===== config.mk =====
export PLATFORM = sky130hd
export DESIGN_NAME = rrq_reader
export DESIGN_NICKNAME = d
export VERILOG_FILES = /design/src/rtl/rrq_reader.sv
export SDC_FILE = /design/constraint.sdc
export NUM_CORES = 1
export LEC_CHECK = 0
export ABC_AREA = 1
export CAP_MARGIN = 25
export CORE_AREA = 5 5 176 178
export DETAILED_ROUTE_END_ITERATION = 10
export DIE_AREA = 0 0 181 183
export MAX_ROUTING_LAYER = met4
export PLACE_DENSITY_LB_ADDON = 0.1
export SKIP_LAST_GASP = 1
export SLEW_MARGIN = 15
export SYNTH_ARGS = -nofsm -noshare
export SYNTH_HDL_FRONTEND = slang
export SYNTH_SLANG_ARGS = --single-unit
export TNS_END_PERCENT = 1

===== constraint.sdc =====
create_clock -name clk -period 2.2 [get_ports clk]
set_clock_uncertainty 0.2 [all_clocks]
set_input_delay 0.22 -clock clk [delete_from_list [all_inputs] [get_ports clk]]
set_output_delay 0.22 -clock clk [all_outputs]
set_load 0.1 [all_outputs]

===== src/rtl/rrq_reader.sv =====
// rrq_reader: consumer side of the read-request grant handshake.
// Frames up to BURST_LEN popped words between a header and a trailer.
module rrq_reader #(
    parameter int TOTAL_APPS   = 8,
    parameter int APP_ID_WIDTH = 3,
    parameter int DATA_WIDTH   = 48,
    parameter int BURST_LEN    = 16
) (
    input  logic                             clk,
    input  logic                             rst_n,
    input  logic                             read_queue,
    input  logic [APP_ID_WIDTH-1:0]          app_id,
    output logic                             read_done,
    input  logic [TOTAL_APPS-1:0]            data_queue_empty,
    output logic [TOTAL_APPS-1:0]            data_queue_rd_en,
    input  logic [TOTAL_APPS*DATA_WIDTH-1:0] data_queue_rdata,
    output logic                             tx_valid,
    output logic [DATA_WIDTH-1:0]            tx_data,
    output logic                             tx_last,
    input  logic                             tx_ready
);

    localparam int CW = $clog2(BURST_LEN + 1);

    typedef enum logic [2:0] {
        IDLE,
        HEADER,
        FETCH,
        WAIT,
        SEND,
        TRAILER,
        DONE,
        GAP
    } state_t;

    state_t                  state;
    state_t                  state_nx;
    logic [APP_ID_WIDTH-1:0] cur_id;
    logic [CW-1:0]           cnt;
    logic [DATA_WIDTH-1:0]   data_q;

    logic                    in_range;
    logic                    sel_empty;
    logic                    burst_full;
    logic                    fetch_go;
    logic [DATA_WIDTH-1:0]   hdr_word;
    logic [DATA_WIDTH-1:0]   trl_word;

    // Pop decision is taken in FETCH only; an out-of-range id reads as empty.
    always_comb begin
        in_range   = 32'(cur_id) < 32'(TOTAL_APPS);
        sel_empty  = 1'b1;
        if (in_range) begin
            sel_empty = data_queue_empty[cur_id];
        end
        burst_full = (cnt == CW'(BURST_LEN));
        fetch_go   = (state == FETCH) && in_range && !sel_empty && !burst_full;
    end

    always_comb begin
        data_queue_rd_en = '0;
        if (fetch_go) begin
            data_queue_rd_en[cur_id] = 1'b1;
        end
    end

    always_comb begin
        hdr_word                        = '0;
        hdr_word[DATA_WIDTH-1 -: 8]     = 8'hA5;
        hdr_word[APP_ID_WIDTH-1:0]      = cur_id;
        trl_word                        = '0;
        trl_word[DATA_WIDTH-1 -: 8]     = 8'h5A;
        trl_word[CW-1:0]                = cnt;
    end

    always_comb begin
        state_nx = state;
        unique case (state)
            IDLE:    if (read_queue) state_nx = HEADER;
            HEADER:  if (tx_ready) state_nx = FETCH;
            FETCH:   state_nx = fetch_go ? WAIT : TRAILER;
            WAIT:    state_nx = SEND;
            SEND:    if (tx_ready) state_nx = FETCH;
            TRAILER: if (tx_ready) state_nx = DONE;
            DONE:    state_nx = GAP;
            GAP:     state_nx = IDLE;
            default: state_nx = IDLE;
        endcase
    end

    always_ff @(posedge clk or negedge rst_n) begin
        if (!rst_n) begin
            state  <= IDLE;
            cur_id <= '0;
            cnt    <= '0;
            data_q <= '0;
        end else begin
            state <= state_nx;
            if (state == IDLE && read_queue) begin
                cur_id <= app_id;
                cnt    <= '0;
            end
            if (state == WAIT) begin
                data_q <= data_queue_rdata[cur_id*DATA_WIDTH +: DATA_WIDTH];
            end
            if (state == SEND && tx_ready) begin
                cnt <= cnt + 1'b1;
            end
        end
    end

    // Stream outputs decode from registered state, so they hold while stalled.
    always_comb begin
        tx_valid  = 1'b0;
        tx_last   = 1'b0;
        tx_data   = '0;
        read_done = (state == DONE);
        unique case (state)
            HEADER: begin
                tx_valid = 1'b1;
                tx_data  = hdr_word;
            end
            SEND: begin
                tx_valid = 1'b1;
                tx_data  = data_q;
            end
            TRAILER: begin
                tx_valid = 1'b1;
                tx_last  = 1'b1;
                tx_data  = trl_word;
            end
            default: ;
        endcase
    end

endmodule

==> results.cfg <==
[synth]
synth_commonest_cells = nand2_1, nor2_1, o21ai_0
ys_warn_count = 0
avgSynthCellArea_um2 = 5.72
synth_top_cell_by_area = dfrtp_1
ys_types = 33
synthesis.area_um2 = 5920
yosysSeqAreaShare_pct = 24.9
synth_nets = 1437
ys_ff_latch = 59
yosysTopAreaCellShare_pct = 24.9
synth-edff-count = 0
synthTopCellsByArea = dfrtp_1, nand2_1, nor2_1
ys_async_sr_fraction_pct = 100
ys.flop_type = dfrtp_1
yosysMostFrequentCell = nand2_1
syn-instance-count = 1036

[sta]
max_freq_ghz = 0.425
finalCritPeriodShare_pct = 107
slew_headroom_pct = 56.5
setup_viol_count_final = 38
hold-worst-slack_ns = 0.253
tightestPinTransition_ns = 0.652
grt_setup_unrepaired = true
finalWorstSetupSlack_ns = -0.153
slew_viol_final = 0
hold_violations = 0
period_minus_slack_ns = 2.35

[flow_run]
maxCapViolations = 0

[place]
place_ws_ns = 0.0381
place_congestion = 0.945
dp_hpwl_um = 31200
io_buffers = 457

[route]
drcViolationCount = 0
avgRoutedWirePerCell_um = 20.9
met1Wirelength_um = 17100
dr_wl_met2_um = 19300
wl_met3_um = 2580
vias = 8665
postRouteAntennaNets = 0
viasPerCell = 4.57
firstDrtPassIters = 5
drtIter0Drc = 513
routed_wl_um = 39700
routed.top_layer = met4

[power]
p_switching_mw = 8.26
pwr-share-seq_pct = 12.7
p_per_area_nw_per_um2 = 1210
intPower_mw = 6.74
p_clk_share_pct = 9.2
swShare_pct = 55.1
combPwrFrac_pct = 78.1
irDropWorstVdd_mv = 0.576
power_leakage_nw = 5.26

[grt]
gr-total-overflow = 0
grt_antenna_before_repair = 7
grt_pass1_vias = 9009
grt_util_all_layers_pct = 23.6
grt_max_degree = 41
grt_pass1_wl_um = 57800

[critical_path]
crit_slowest_cell = dfrtp_2
r2r_start = cur_id[0]$_DFFE_PN0P_
start_kind = flop
reg2reg_to = data_q[40]$_DFFE_PN0P_
path_cells = buf_4, nor2_4, buf_6, nand2_1, nor2_2, buf_12
worst_path_largest_cell_delay_ns = 0.46
path_class = flop to output port
arrival_ns = 1.93
crit_buf_inv = 3
endpoint_kind = output port
crit_fanout = 22
r2r.worst_path.cells = 8
critical-path-top-delay-family = buffers and inverters
critPathRequiredTime_ns = 1.78
regToRegSetupSlack_ns = 0.06
worstSetupStartpoint = cur_id[1]$_DFFE_PN0P_

[cts]
cts_buffers = 9
clk_pin_slew_worst_paths_ns = 0.05
root_buffer = clkbuf_16
clock_path_buffers = 2
clkSinkCount = 59
cts_tree = built
h-tree-depth = 3
clock_latency_ns = 0.33

[run_status]
status = finished, violations left
violations = setup timing

[floorplanning]
initial_core_util_pct = 20.3
dieArea_um2 = 33100
fp.dieW_um = 181
die_y_um = 183
core_area_um2 = 29200
io_pins = 458
floorplan.rows = 63

[layout]
drive_gt1_share_pct = 14.6
final_nets = 1897
fill_cells = 3091
layout-area-overhead-vs-synth_pct = 109
final_util_pct = 42.3

[worst_hold_path]
hold_class = input port to async pin
[power groups by stage]
| stage | Combinational (mW) | Clock, mW | Sequential [mW] |
|---|---|---|---|
| 2_1_floorplan | 6.83 | 0 | 1.81 |
| 3_3_place_gp | 11.5 | 0 | 1.91 |
| 3_5_place_dp | 11.5 | 0 | 1.91 |
| 4_1_cts | 11.8 | 1.43 | 1.91 |
| 5_1_grt | 12.6 | 1.47 | 1.97 |
| 6_report | 11.7 | 1.39 | 1.90 |
[layout make-up]
| class | instances | area (µm²) | share of cell area, % |
|---|---|---|---|
| diodes | 7 | 17.5 | 0.142 |
| clock buffers | 13 | 270 | 2.18 |
| clock inverters | 2 | 10.0 | 0.0809 |
| inverters | 83 | 319 | 2.58 |
| multi-input cells | 823 | 3960 | 32.0 |
| flip-flops and latches | 59 | 1480 | 12.0 |
| well taps | 390 | 488 | 3.94 |
| repair buffers | 520 | 5820 | 47.1 |
[cells in the final DEF, fill, tap and decap left out, types with 7 or more instances in the layout]
cell type / count
nand3_1: 71
o21ai_1: 9
a21oi_1: 54
clkbuf_16: 9
or2_2: 15
a22oi_1: 9
nand4_1: 9
o211ai_1: 39
clkdlybuf4s50_1: 397
nor2_1: 160
nand2_1: 287
inv_1: 73
a31oi_1: 10
o21ai_0: 87
o21a_1: 9
diode_2: 7
inv_2: 9
buf_12: 71
nor2_2: 36
dfrtp_1: 56
buf_4: 48
[worst register-to-register path, delay by kind of cell (launching register included)]
kind / cells / cell delay (ns)
compound gates: 3 / 0.37
buf+inv: 3 / 0.52
flops: 1 / 0.52
simple gates: 2 / 0.41
[logic make-up (layout without fill, tap and decap cells)]
| group | count (synthesis) | after routing | synth area share (%) |
|---|---|---|---|
| AND/OR/NAND/NOR | 596 | 596 | 41.0 |
| AO/OA/AOI/OAI | 224 | 224 | 21.9 |
| buffers and inverters | 154 | 618 | 11.5 |
| flip-flops | 59 | 59 | 24.9 |
| adder cells (fa/ha/maj) | 2 | 2 | 0.422 |
| XOR/XNOR | 1 | 1 | 0.148 |
| other | 0 | 7 | 0 |
[through the flow]
stage / std cells / cell area, µm² / TNS [ns] / power (mW)
2_1_floorplan: 1036 / 6040 / -17.68 / 8.64
3_3_place_gp: 1863 / 11900 / 0 / 13.4
3_5_place_dp: 1863 / 11900 / 0 / 13.4
4_1_cts: 1886 / 12300 / -2.67 / 15.1
5_1_grt: 1897 / 12400 / -7.94 / 16.0
6_report: 1897 / 12400 / -2.05 / 15.0
[sequential cells by signal (all words and copies together), names as in the netlist]
signal,cells
cur_id,3
cnt,5
state,3
data_q,48
[metal layers]
metal	global-route usage, %	vias up
met4	5.64	0
li1	-	4293
met2	39.8	363
met1	28.9	3980
met5	-	-
met3	5.37	29
[how the worst max path moves through the flow]
stage / to / slack, ns / cells after the start
floorplan: tx_data[2] / -0.56 / 4
global placement: data_queue_rd_en[2] / 0.03 / 10
detailed placement: data_queue_rd_en[2] / 0.04 / 10
CTS: data_queue_rd_en[2] / -0.16 / 9
global route: data_queue_rd_en[6] / -0.24 / 10
finish: data_queue_rd_en[1] / -0.15 / 6
[timing repair]
| action | in CTS | in global routing |
|---|---|---|
| gates resized for setup | 11 | 9 |
| cloned | 1 | 0 |
| buffers inserted | 6 | 4 |
| hold endpoints to repair | 38 | 0 |
| pin swaps | 0 | 5 |
| hold buffers | 1 | 0 |
| setup endpoints to repair | 48 | 56 |
(Power assumes the default switching activity.)
